### src/rtl/seq_pkg.sv
// -----------------------------------------------------------------------------
// seq_pkg
// Definitions shared by the instruction sequencer files: the FSM state
// encoding and the two opcodes the sequencer handles itself instead of
// issuing them to the datapath.
// Optional feature macro: SEQ_STEP_EN adds the PAUSE state (single-step mode).
// -----------------------------------------------------------------------------
package seq_pkg;

    typedef enum logic [2:0] {
        ST_IDLE  = 3'd0,
        ST_ISSUE = 3'd1,
        ST_WAIT  = 3'd2,
`ifdef SEQ_STEP_EN
        ST_PAUSE = 3'd4,
`endif
        ST_HALT  = 3'd3
    } seq_state_e;

    // Instruction layout: opcode in [7:4], operand in [3:0].
    localparam logic [3:0] OP_HALT = 4'hE;
    localparam logic [3:0] OP_JMP  = 4'hD;

endpackage

### src/rtl/instr_sequencer_if.sv
// -----------------------------------------------------------------------------
// instr_sequencer_if
// Groups every non-clock signal of the sequencer.
//   master : host/datapath side (drives load, control, issue_ready, done_ack)
//   slave  : sequencer side
// Signals:
//   load_valid/load_data/load_ready  program word load handshake
//   start/abort/clear                run control
//   issue_valid/issue_instr/issue_ready/done_ack  datapath issue handshake
//   busy/halted/err_overflow/pc/count             status
//   step (only with SEQ_STEP_EN)                  advance from PAUSE
// -----------------------------------------------------------------------------
interface instr_sequencer_if #(
    parameter int DEPTH = 16,
    parameter int IW    = 8
) ();
    localparam int PW = $clog2(DEPTH);

    logic          load_valid;
    logic [IW-1:0] load_data;
    logic          load_ready;
    logic          start;
    logic          abort;
    logic          clear;
    logic          issue_valid;
    logic [IW-1:0] issue_instr;
    logic          issue_ready;
    logic          done_ack;
    logic          busy;
    logic          halted;
    logic          err_overflow;
    logic [PW-1:0] pc;
    logic [PW:0]   count;
`ifdef SEQ_STEP_EN
    logic          step;
`endif

    modport master (
        output load_valid, load_data, start, abort, clear, issue_ready, done_ack,
        input  load_ready, issue_valid, issue_instr, busy, halted, err_overflow, pc, count
`ifdef SEQ_STEP_EN
        , output step
`endif
    );

    modport slave (
        input  load_valid, load_data, start, abort, clear, issue_ready, done_ack,
        output load_ready, issue_valid, issue_instr, busy, halted, err_overflow, pc, count
`ifdef SEQ_STEP_EN
        , input step
`endif
    );

endinterface

### src/rtl/seq_prog_buf.sv
// -----------------------------------------------------------------------------
// seq_prog_buf
// Program buffer: one synchronous write port, one asynchronous read port.
// Ports:
//   i_clk          clock
//   i_we           write enable
//   i_waddr        write index
//   i_wdata        write data
//   i_raddr        read index
//   o_rdata        combinational read data
// -----------------------------------------------------------------------------
module seq_prog_buf #(
    parameter  int DEPTH = 16,
    parameter  int IW    = 8,
    localparam int AW    = $clog2(DEPTH)
) (
    input  logic          i_clk,
    input  logic          i_we,
    input  logic [AW-1:0] i_waddr,
    input  logic [IW-1:0] i_wdata,
    input  logic [AW-1:0] i_raddr,
    output logic [IW-1:0] o_rdata
);

    logic [IW-1:0] r_mem [DEPTH];

    // NOTE: storage has no reset; valid entries are tracked by the owner's
    // count, so clearing the array would only cost reset fan-out.
    always_ff @(posedge i_clk) begin
        if (i_we) begin
            r_mem[i_waddr] <= i_wdata;
        end
    end

    assign o_rdata = r_mem[i_raddr];

endmodule

### src/rtl/instr_sequencer.sv
// -----------------------------------------------------------------------------
// instr_sequencer
// Loads a small program into a buffer while idle, then on start issues the
// words one at a time to a datapath, waiting for done_ack after each accepted
// instruction. HALT and JMP opcodes are executed locally and never issued.
// Ports:
//   clk     rising-edge clock
//   rst_n   asynchronous active-low reset
//   bus     instr_sequencer_if.slave (load, control, issue, status signals)
// Optional feature macro: SEQ_STEP_EN -- after each non-last instruction the
// sequencer parks in PAUSE until bus.step is asserted.
// -----------------------------------------------------------------------------
module instr_sequencer
    import seq_pkg::*;
#(
    parameter int DEPTH = 16,
    parameter int IW    = 8
) (
    input  logic               clk,
    input  logic               rst_n,
    instr_sequencer_if.slave   bus
);

    localparam int            PW       = $clog2(DEPTH);
    localparam logic [PW:0]   CNT_FULL = (PW+1)'(DEPTH);
    localparam logic [PW:0]   CNT_ONE  = (PW+1)'(1);
    localparam logic [PW-1:0] PC_ONE   = PW'(1);

    seq_state_e    r_state, w_next_state;
    logic [PW-1:0] r_pc, w_next_pc;
    logic [PW:0]   r_count, w_next_count;
    logic          r_err, w_next_err;
    logic          w_we;
    logic [IW-1:0] w_rd_instr;
    logic [3:0]    w_opcode;
    logic [PW-1:0] w_jmp_pc;
    logic          w_last;
    logic          w_issue_valid;

    seq_prog_buf #(.DEPTH(DEPTH), .IW(IW)) u_buf (
        .i_clk   (clk),
        .i_we    (w_we),
        .i_waddr (r_count[PW-1:0]),
        .i_wdata (bus.load_data),
        .i_raddr (r_pc),
        .o_rdata (w_rd_instr)
    );

    assign w_opcode = w_rd_instr[7:4];
    // Operand reduced modulo DEPTH (DEPTH is a power of two).
    assign w_jmp_pc = PW'(w_rd_instr[3:0]);
    assign w_last   = ({1'b0, r_pc} == (r_count - CNT_ONE));

    // Issue is offered regardless of abort: a same-cycle handshake still
    // completes at the datapath, the sequencer just stops tracking it.
    assign w_issue_valid = (r_state == ST_ISSUE) &&
                           (w_opcode != OP_HALT) && (w_opcode != OP_JMP);

    // NOTE: every next-state variable gets a default before the case so that
    // no path leaves one unassigned, which would infer a latch.
    always_comb begin
        w_next_state = r_state;
        w_next_pc    = r_pc;
        w_next_count = r_count;
        w_next_err   = r_err;
        w_we         = 1'b0;

        case (r_state)
            ST_IDLE: begin
                if (bus.clear) begin
                    w_next_count = '0;
                    w_next_err   = 1'b0;
                end else if (bus.load_valid) begin
                    if (r_count < CNT_FULL) begin
                        w_we         = 1'b1;
                        w_next_count = r_count + CNT_ONE;
                    end else begin
                        w_next_err   = 1'b1;
                    end
                end
                if (bus.start && !bus.clear && (r_count != '0)) begin
                    w_next_state = ST_ISSUE;
                    w_next_pc    = '0;
                end
            end

            ST_ISSUE: begin
                if (bus.abort) begin
                    w_next_state = ST_IDLE;
                    w_next_pc    = '0;
                end else if (w_opcode == OP_HALT) begin
                    w_next_state = ST_HALT;
                end else if (w_opcode == OP_JMP) begin
                    w_next_pc    = w_jmp_pc;
                end else if (bus.issue_ready) begin
                    w_next_state = ST_WAIT;
                end
            end

            ST_WAIT: begin
                if (bus.abort) begin
                    w_next_state = ST_IDLE;
                    w_next_pc    = '0;
                end else if (bus.done_ack) begin
                    if (w_last) begin
                        w_next_state = ST_HALT;
                    end else begin
`ifdef SEQ_STEP_EN
                        w_next_state = ST_PAUSE;
`else
                        w_next_state = ST_ISSUE;
                        w_next_pc    = r_pc + PC_ONE;
`endif
                    end
                end
            end

`ifdef SEQ_STEP_EN
            ST_PAUSE: begin
                if (bus.abort) begin
                    w_next_state = ST_IDLE;
                    w_next_pc    = '0;
                end else if (bus.step) begin
                    w_next_state = ST_ISSUE;
                    w_next_pc    = r_pc + PC_ONE;
                end
            end
`endif

            ST_HALT: begin
                if (bus.abort) begin
                    w_next_state = ST_IDLE;
                    w_next_pc    = '0;
                end else if (bus.start) begin
                    w_next_state = ST_ISSUE;
                    w_next_pc    = '0;
                end else if (bus.clear) begin
                    w_next_state = ST_IDLE;
                    w_next_count = '0;
                    w_next_err   = 1'b0;
                end
            end

            default: begin
                w_next_state = ST_IDLE;
            end
        endcase
    end

    // NOTE: state registers use non-blocking assignments so every register
    // samples the pre-edge values, independent of statement order.
    always_ff @(posedge clk or negedge rst_n) begin
        if (!rst_n) begin
            r_state <= ST_IDLE;
            r_pc    <= '0;
            r_count <= '0;
            r_err   <= 1'b0;
        end else begin
            r_state <= w_next_state;
            r_pc    <= w_next_pc;
            r_count <= w_next_count;
            r_err   <= w_next_err;
        end
    end

    assign bus.load_ready   = (r_state == ST_IDLE) && (r_count < CNT_FULL);
    assign bus.issue_valid  = w_issue_valid;
    assign bus.issue_instr  = w_rd_instr;
    assign bus.halted       = (r_state == ST_HALT);
    assign bus.err_overflow = r_err;
    assign bus.pc           = r_pc;
    assign bus.count        = r_count;
`ifdef SEQ_STEP_EN
    assign bus.busy = (r_state == ST_ISSUE) || (r_state == ST_WAIT) || (r_state == ST_PAUSE);
`else
    assign bus.busy = (r_state == ST_ISSUE) || (r_state == ST_WAIT);
`endif

endmodule
### src/flat_wrapper.sv
// flat-port wrapper written by rule: the top's interface ports become plain ports
module instr_sequencer_flat import seq_pkg::*;
#(
    parameter int DEPTH = 16,
    parameter int IW    = 8
)
  (clk, rst_n, bus_load_valid, bus_load_data, bus_start, bus_abort, bus_clear, bus_issue_ready, bus_done_ack, bus_load_ready, bus_issue_valid, bus_issue_instr, bus_busy, bus_halted, bus_err_overflow, bus_pc, bus_count);
  instr_sequencer_if #(.DEPTH(DEPTH), .IW(IW)) bus_i ();
  input  logic clk;
  input  logic rst_n;
  input wire logic [$bits(bus_i.load_valid)-1:0] bus_load_valid;
  input wire logic [$bits(bus_i.load_data)-1:0] bus_load_data;
  input wire logic [$bits(bus_i.start)-1:0] bus_start;
  input wire logic [$bits(bus_i.abort)-1:0] bus_abort;
  input wire logic [$bits(bus_i.clear)-1:0] bus_clear;
  input wire logic [$bits(bus_i.issue_ready)-1:0] bus_issue_ready;
  input wire logic [$bits(bus_i.done_ack)-1:0] bus_done_ack;
  output wire logic [$bits(bus_i.load_ready)-1:0] bus_load_ready;
  output wire logic [$bits(bus_i.issue_valid)-1:0] bus_issue_valid;
  output wire logic [$bits(bus_i.issue_instr)-1:0] bus_issue_instr;
  output wire logic [$bits(bus_i.busy)-1:0] bus_busy;
  output wire logic [$bits(bus_i.halted)-1:0] bus_halted;
  output wire logic [$bits(bus_i.err_overflow)-1:0] bus_err_overflow;
  output wire logic [$bits(bus_i.pc)-1:0] bus_pc;
  output wire logic [$bits(bus_i.count)-1:0] bus_count;
  assign bus_i.load_valid = bus_load_valid;
  assign bus_i.load_data = bus_load_data;
  assign bus_i.start = bus_start;
  assign bus_i.abort = bus_abort;
  assign bus_i.clear = bus_clear;
  assign bus_i.issue_ready = bus_issue_ready;
  assign bus_i.done_ack = bus_done_ack;
  assign bus_load_ready = bus_i.load_ready;
  assign bus_issue_valid = bus_i.issue_valid;
  assign bus_issue_instr = bus_i.issue_instr;
  assign bus_busy = bus_i.busy;
  assign bus_halted = bus_i.halted;
  assign bus_err_overflow = bus_i.err_overflow;
  assign bus_pc = bus_i.pc;
  assign bus_count = bus_i.count;
  instr_sequencer #(.DEPTH(DEPTH), .IW(IW)) u_core (.clk(clk), .rst_n(rst_n), .bus(bus_i));
endmodule
### config.mk
export PLATFORM = sky130hd
export DESIGN_NAME = instr_sequencer_flat
export DESIGN_NICKNAME = d
export VERILOG_FILES = /design/src/rtl/seq_pkg.sv /design/src/rtl/instr_sequencer_if.sv /design/src/rtl/seq_prog_buf.sv /design/src/rtl/instr_sequencer.sv /design/src/flat_wrapper.sv
export SDC_FILE = /design/constraint.sdc
export NUM_CORES = 1
export LEC_CHECK = 0
export CORE_ASPECT_RATIO = 0.9
export CORE_MARGIN = 3
export CORE_UTILIZATION = 50
export CTS_BUF_LIST = sky130_fd_sc_hd__clkbuf_8
export CTS_CLUSTER_SIZE = 16
export DETAILED_ROUTE_END_ITERATION = 8
export GPL_TIMING_DRIVEN = 0
export MAX_ROUTING_LAYER = met4
export PLACE_DENSITY = 0.76
export SLEW_MARGIN = 20
export SYNTH_ARGS = -nofsm -noshare
export SYNTH_HDL_FRONTEND = slang
export SYNTH_HIERARCHICAL = 1
export SYNTH_SLANG_ARGS = --single-unit
### constraint.sdc
create_clock -name clk -period 7 [get_ports clk]
set_clock_uncertainty 0.05 [all_clocks]
set_input_delay 1.05 -clock clk [delete_from_list [all_inputs] [get_ports clk]]
set_output_delay 1.05 -clock clk [all_outputs]
set_load 0.02 [all_outputs]
==> metrics.log, run 1 <==
INFO  metric most_common_library_cell_in_the_layout_ignoring_fill_and_taps = edfxtp_1
INFO  metric fraction_of_final_layout_cells_sized_beyond_drive_strength_1 = 0.1893
INFO  metric whs_endpoint = u_core/r_state[1]$_DFFE_PN0P_
INFO  metric critPathKind = register to primary output
INFO  metric cp-end-kind = primary output
INFO  metric drt_wl_total = roughly 12000 um
INFO  metric critical_path_peak_fanout = 10
INFO  metric gp_routability_congestion = ~0.86
INFO  metric post_synth.cell_area_avg = ~18 um^2
INFO  metric slew-limit-headroom = 0.4223
INFO  metric initial_utilization = 0.5197
INFO  metric design.die.area = 13430 um^2
INFO  metric rsz0062_at_grt = no
INFO  metric postCtsSetupBuffers = 0
INFO  metric ff_to_ff_start = u_core/bus.pc[0]$_DFFE_PN0P_
INFO  metric drt_pre_antenna_iters = 5
INFO  metric min_delay_path_depth = 1
INFO  metric ir_drop = roughly 0.22 mV
INFO  metric power_density = slightly below 400 nW/um^2
INFO  metric tritoncts = done
INFO  metric hp-start = u_core/r_state[1]$_DFFE_PN0P_
INFO  metric worst_skew_pair.late_latency = between 0.4 and 0.5 ns
INFO  metric critical_path.startpoint_type = register
INFO  metric nNetsFinal = ~420
INFO  metric postCtsResizedCells = 0
INFO  metric asyncSetResetFlopFracSynth = 0.08571
INFO  metric drt_drc_violations_left = 0
INFO  metric drtIter0Drc = between 400 and 500
INFO  metric dp_hpwl = around 8300 um
INFO  metric cp_data_arrival_time = roughly 3.5 ns
INFO  metric first_pass_grt_wire_length = about 19000 um
INFO  metric hold_path_class = register to register
INFO  metric synth-seq-cells = 140
INFO  metric globalRoute.totalOverflow = 0
INFO  metric final_max_slew_viol_count = 0
INFO  metric min_period_over_period = 0.6504
INFO  metric total_power = 0.002718 W
INFO  metric status = finished, final reports clean
INFO  metric cellLeakagePower = about 2.4 nW
INFO  metric root_buffer = clkbuf_8
INFO  metric io-pin-count = 38
INFO  metric diode_count = 0
INFO  metric clk_pin_slew_worst_paths = about 0.070 ns
INFO  metric flow.area_growth_from_synthesis = 16.85%
INFO  metric layout.cell_area.non_filler = 7056 um^2
INFO  metric vias_per_cell = 5.942
INFO  metric finalHoldViolations = 0
INFO  metric std_cell_rows = 37
INFO  metric synth_edf_count = about 130
INFO  metric chipHeight = approximately 110 um
INFO  metric crit-reg2reg-capture = u_core/bus.pc[0]$_DFFE_PN0P_
INFO  metric numClockSinks = 140
INFO  metric grt_util_all_layers = 0.2019
INFO  metric reg2reg_depth = 10
INFO  metric timing.max_cap.violations = 0
INFO  metric initial_antenna_violation_count = 0
INFO  metric htree_levels = 4
INFO  metric synth_seq_area_share = 0.6863
INFO  metric cts_max_path_buffers = 2
INFO  metric synth_ff_type = edfxtp_1
INFO  metric antenna_violating_nets_post_route = 0
INFO  metric grt_pass1_vias = about 3400
INFO  metric grt_max_degree = 17
INFO  metric fin_setup_tns = 0 ns
INFO  metric fin_crit = roughly 4.6 ns
INFO  metric worstPathRequired = 5.90 ns
INFO  metric wire_per_inst = ~22 um
INFO  metric fp.dieW = between 100 and 150 um
INFO  metric layout.cells.most_common_list = edfxtp_1, clkdlybuf4s50_1, nor2_1
INFO  metric placed_cell_area = ~6600 um^2
INFO  metric design.core.area = approximately 12000 um^2
INFO  metric achievable_frequency = 219.7 MHz
INFO  metric regToRegSetupSlack = ~3.9 ns
INFO  metric cts-buffers-inserted = 17
INFO  metric cts_hold_buf = 0
INFO  metric syn_area = 6038 um^2
INFO  metric synth.distinct_cells = between 40 and 50
INFO  metric route.vias.total = around 3400
INFO  metric report.final.setup_viol = 0
INFO  metric synth_warnings = 6
INFO  metric synth_nets = 367
INFO  metric worst_pin_slew = between 0.8 and 0.9 ns
INFO  metric placement.io_buffers = 36
INFO  metric netlist_instances = about 340
-- worst max path at each step --
| stage | endpoint | start | slack [ns] | depth (start not counted) |
|---|---|---|---|---|
| after floorplan | bus_issue_valid | u_core/bus.pc[0]$_DFFE_PN0P_ | 3.60 | 8 |
| after global placement | bus_issue_valid | u_core/bus.pc[0]$_DFFE_PN0P_ | 3.00 | 9 |
| after detailed placement | bus_issue_valid | u_core/bus.pc[0]$_DFFE_PN0P_ | 2.95 | 9 |
| after CTS | bus_issue_valid | u_core/bus.pc[0]$_DFFE_PN0P_ | 2.46 | 9 |
| after global routing | bus_issue_valid | u_core/bus.pc[0]$_DFFE_PN0P_ | 2.32 | 9 |
| final | bus_issue_valid | u_core/bus.pc[0]$_DFFE_PN0P_ | 2.45 | 9 |
-- final cells by class --
class                   count  area [um^2]
fillers                   828         4564
flip-flops and latches    140         4144
well taps                 156        195.2
multi-input cells         181         1772
clock buffers              18        247.7
plain buffers              16        116.4
repair buffers             36        360.3
inverters                   7        26.28
clock inverters            14        193.9
-- Yosys cell counts, types with 2 or more instances --
cell type,count,area [um^2]
a21o_1,3,22.52
buf_6,3,33.78
nor3_2,2,20.02
nand3_1,5,25.02
clkdlybuf4s25_2,3,30.03
ha_1,7,87.58
and2b_1,2,15.01
nor2b_1,3,18.77
nor2_1,28,105.1
o21ai_1,4,20.02
nand3b_1,3,22.52
edfxtp_1,128,3844
nor3_1,7,35.03
dfrtp_1,12,300.3
buf_2,6,30.03
clkbuf_1,2,7.510
xor2_1,3,26.28
o21ai_0,2,10.01
nand2_1,19,71.32
xnor2_1,4,35.03
inv_1,7,26.28
a21oi_1,4,20.02
mux4_1,14,367.9
mux2_4,4,60.06
buf_4,2,15.01
mux4_2,18,405.4
nand2b_1,9,56.30
a22o_1,2,17.52
a22oi_1,20,150.1
-- registers in the layout, summed over array words and instances (netlist names) --
register / flops
u_core/u_buf/r_mem: 128
u_core/bus.count: 5
u_core/bus.pc: 4
u_core/r_state: 2
u_core/bus.err_overflow: 1
-- kinds of logic after synthesis --
group | synth area share
DFF | 0.6863
AOI/OAI and AO/OA | 0.05243
adders and majority gates | 0.01450
buffers and inverters | 0.02362
xor gates and xnor gates | 0.01015
and+or+nand+nor | 0.06962
muxes | 0.1434
-- metrics by stage --
stage               cells  worst slack (ns)  hold WS, ns  utilization
floorplan             344             3.603       0.4616            -
global placement      536             3.005       0.4920       0.5675
detailed placement    536             2.950       0.5050       0.5692
CTS                   568             2.463       0.5219       0.6072
global route          568             2.320       0.5405       0.6072
finish                568             2.448       0.5219       0.6072
-- power by group --
part | total [W] | internal (W) | leakage, nW | switching, W
Sequential | 0.00102 | 0.000948 | 1.31 | 0.0000676
Combinational | 0.000994 | 0.000451 | 0.840 | 0.000543
Clock | 0.000709 | 0.000400 | 0.225 | 0.000309
-- per-layer routing --
metal	GRT usage	vias to the layer above	wire (um)
li1	-	1494	-
met1	0.2795	1731	5128
met2	0.2938	127	5956
met3	0.05612	23	911
met4	0.06880	0	222
met5	-	-	0
-- worst max-delay path: stages (launching register included) --
cell and delay (ns):
dfrtp_1 0.56, buf_6 0.19, buf_4 0.25, mux4_2 0.55, a22oi_1 0.26, nand2_1 0.18
nand3_1 0.18, nor2_1 0.08, nor2_1 0.14, clkdlybuf4s50_1 0.62
Note: power is estimated with default switching activity, not from simulation.
==> run 2: changes to the inputs <==
--- a/config.mk
+++ b/config.mk
@@ -13,7 +13,7 @@
 export DETAILED_ROUTE_END_ITERATION = 8
 export GPL_TIMING_DRIVEN = 0
 export MAX_ROUTING_LAYER = met4
-export PLACE_DENSITY = 0.76
+export PLACE_DENSITY = 0.79
 export SLEW_MARGIN = 20
 export SYNTH_ARGS = -nofsm -noshare
 export SYNTH_HDL_FRONTEND = slang
==> constraint.sdc (replaced) <==
create_clock -name clk -period 3.7 [get_ports clk]
set_clock_uncertainty 0.05 [all_clocks]
set_input_delay 0.555 -clock clk [delete_from_list [all_inputs] [get_ports clk]]
set_output_delay 0.555 -clock clk [all_outputs]
set_load 0.02 [all_outputs]
==> metrics.log, run 2 (synthesis gave the netlist of run 1 again) <==
INFO  metric drt_wl_total = approximately 13000 um
INFO  metric final_max_slew_viol_count = 0
INFO  metric drt_pre_antenna_iters = 5
INFO  metric antenna_violating_nets_post_route = 0
INFO  metric first_pass_grt_wire_length = between 15000 and 20000 um
INFO  metric gp_routability_congestion = a little over 0.9
INFO  metric power_density = 712.6 nW/um^2
INFO  metric htree_levels = 4
INFO  metric wire_per_inst = roughly 22 um
INFO  metric design.core.area = between 10000 and 15000 um^2
INFO  metric critical_path.startpoint_type = register
INFO  metric path_cells = buf_6 -> buf_6 -> mux4_1 -> a22oi_1 -> nand2_1 -> clkdlybuf4s50_1
INFO  metric status = finished, final reports clean
INFO  metric flow.area_growth_from_synthesis = 16.49%
INFO  metric layout.cells.most_common_list = edfxtp_1, clkdlybuf4s50_1, nor2_1
INFO  metric globalRoute.totalOverflow = 0
INFO  metric tritoncts = done
INFO  metric chipHeight = roughly 110 um
INFO  metric ff_to_ff_start = u_core/bus.pc[0]$_DFFE_PN0P_
INFO  metric cts_max_path_buffers = 2
INFO  metric regToRegSetupSlack = about 0.76 ns
INFO  metric fin_crit = around 3.6 ns
INFO  metric critPathKind = register to primary output
INFO  metric rsz0062_at_grt = no
INFO  metric dp_hpwl = ~8400 um
INFO  metric std_cell_rows = 37
INFO  metric cpMaxStageDelayCell = clkdlybuf4s50_1
INFO  metric min_period_over_period = 0.9607
INFO  metric grt_util_all_layers = 0.2030
INFO  metric ir_drop = around 0.42 mV
INFO  metric critical-path-top-cell-by-count = buf_6
INFO  metric numClockSinks = 140
INFO  metric initial_utilization = 0.5197
INFO  metric fp.dieW = 121.8 um
INFO  metric cellLeakagePower = around 2.4 nW
INFO  metric cp_data_arrival_time = between 2 and 3 ns
INFO  metric hold_path_class = input pin to register
INFO  metric fin_setup_tns = 0 ns
INFO  metric placed_cells_incl_taps = between 500 and 600
INFO  metric finish.cell_count_without_fillers = 571
INFO  metric grt_pass1_vias = around 3300
INFO  metric design.die.area = ~13000 um^2
INFO  metric placement.io_buffers = 36
INFO  metric register_name_with_the_most_flops = u_core/u_buf/r_mem
INFO  metric reg2reg_depth = 9
INFO  metric cts_hold_buf = 0
INFO  metric drtIter0Drc = approximately 430
INFO  metric hp-start = bus_clear
INFO  metric report.final.setup_viol = 0
INFO  metric crit-reg2reg-capture = u_core/bus.pc[0]$_DFFE_PN0P_
INFO  metric finalHoldViolations = 0
INFO  metric initial_antenna_violation_count = 0
INFO  metric root_buffer = clkbuf_8
INFO  metric slowest_stage_delay_on_critical_path = 0.57 ns
INFO  metric cp-end-kind = primary output
INFO  metric worstPathRequired = around 3 ns
INFO  metric diode_count = 0
INFO  metric most_common_library_cell_in_the_layout_ignoring_fill_and_taps = edfxtp_1
INFO  metric cts-buffers-inserted = 17
INFO  metric worst_skew_pair.late_latency = around 0.44 ns
INFO  metric min_delay_path_depth = 4
INFO  metric io-pin-count = 38
INFO  metric largest_register_ffs = approximately 130
INFO  metric worst_pin_slew = between 0.8 and 0.9 ns
INFO  metric drt_drc_violations_left = 0
INFO  metric nNetsFinal = 425
INFO  metric fraction_of_final_layout_cells_sized_beyond_drive_strength_1 = 0.2024
INFO  metric critical_path_peak_fanout = 10
INFO  metric vias_per_cell = roughly 6.0
INFO  metric timing.max_cap.violations = 0
INFO  metric achievable_frequency = about 280 MHz
INFO  metric grt_max_degree = 17
INFO  metric worst_hold_slack = ~0.43 ns
INFO  metric whs_endpoint = u_core/bus.count[2]$_DFFE_PN0P_
INFO  metric slew-limit-headroom = 0.4187
INFO  metric route.vias.total = approximately 3400
INFO  metric clk_pin_slew_worst_paths = around 0.090 ns
## run 2: changes by cell type in the layout (fill, tap and decap cells not counted), moves of 2 or more
cell,before,now
inv_6,3,5
dfrtp_2,0,2
inv_8,0,3
clkinv_2,2,0
dfrtp_1,12,10
bufinv_16,4,1
buf_4,2,4
## run 2: where the power goes
group,internal (W),switching (W)
clock,0.000556,0.000631
combinational,0.000862,0.00105
sequential,0.00179,0.000121
## run 2: how the worst max path moves through the flow
stage	from	end	slack, ns	cells after the start
final	u_core/bus.pc[0]$_DFFE_PN0P_	bus_issue_instr[1]	0.15	6
after floorplan	u_core/bus.pc[0]$_DFFE_PN0P_	bus_issue_valid	0.80	8
after global routing	u_core/bus.pc[0]$_DFFE_PN0P_	bus_issue_valid	0.03	9
after global placement	u_core/bus.pc[0]$_DFFE_PN0P_	bus_issue_valid	0.22	9
after detailed placement	u_core/bus.pc[0]$_DFFE_PN0P_	bus_issue_valid	0.18	9
after CTS	u_core/bus.pc[0]$_DFFE_PN0P_	bus_issue_valid	0.06	9
## run 2: per-stage QoR
stage	instance area, um^2	util	setup WS [ns]	total power (W)
4_1_cts	7002	0.6026	0.06050	0.004988
3_5_place_dp	6614	0.5692	0.1825	0.003822
6_report	7034	0.6054	0.1455	0.005013
3_3_place_gp	6594	0.5675	0.2203	0.003775
2_1_floorplan	6038	-	0.7980	0.003115
5_1_grt	7034	0.6054	0.02875	0.005225
## run 2: what timing repair did
item,4_1_cts,5_1_grt
gates resized for setup,2,3
buffers inserted,0,3
setup endpoints to repair,1,1
## run 2: metal layers
metal	wire length [um]	vias up	GRT usage
met1	5187	1713	0.2720
met5	0	-	-
met3	986	28	0.05102
li1	-	1503	-
met4	303	0	0.08320
met2	6076	179	0.3028
## run 2: critical path: cells and delay by family, from the launching register on
family                 cells  cell delay [ns]
AOI/OAI and AO/OA          1             0.40
buffers and inverters      3             0.92
DFF                        1             0.45
muxes                      1             0.56
and+or+nand+nor            1             0.17
## run 2: cell type report
| type | instances | area, um^2 |
|---|---|---|
| Fill cell | 825 | 4586 |
| Sequential cell | 140 | 4146 |
| Multi-Input combinational cell | 181 | 1777 |
| Timing Repair Buffer | 39 | 381.6 |
| Clock buffer | 17 | 234.0 |
| Tap cell | 156 | 195.2 |
| Clock inverter | 15 | 153.9 |
| Buffer | 16 | 120.1 |
| Inverter | 7 | 26.28 |
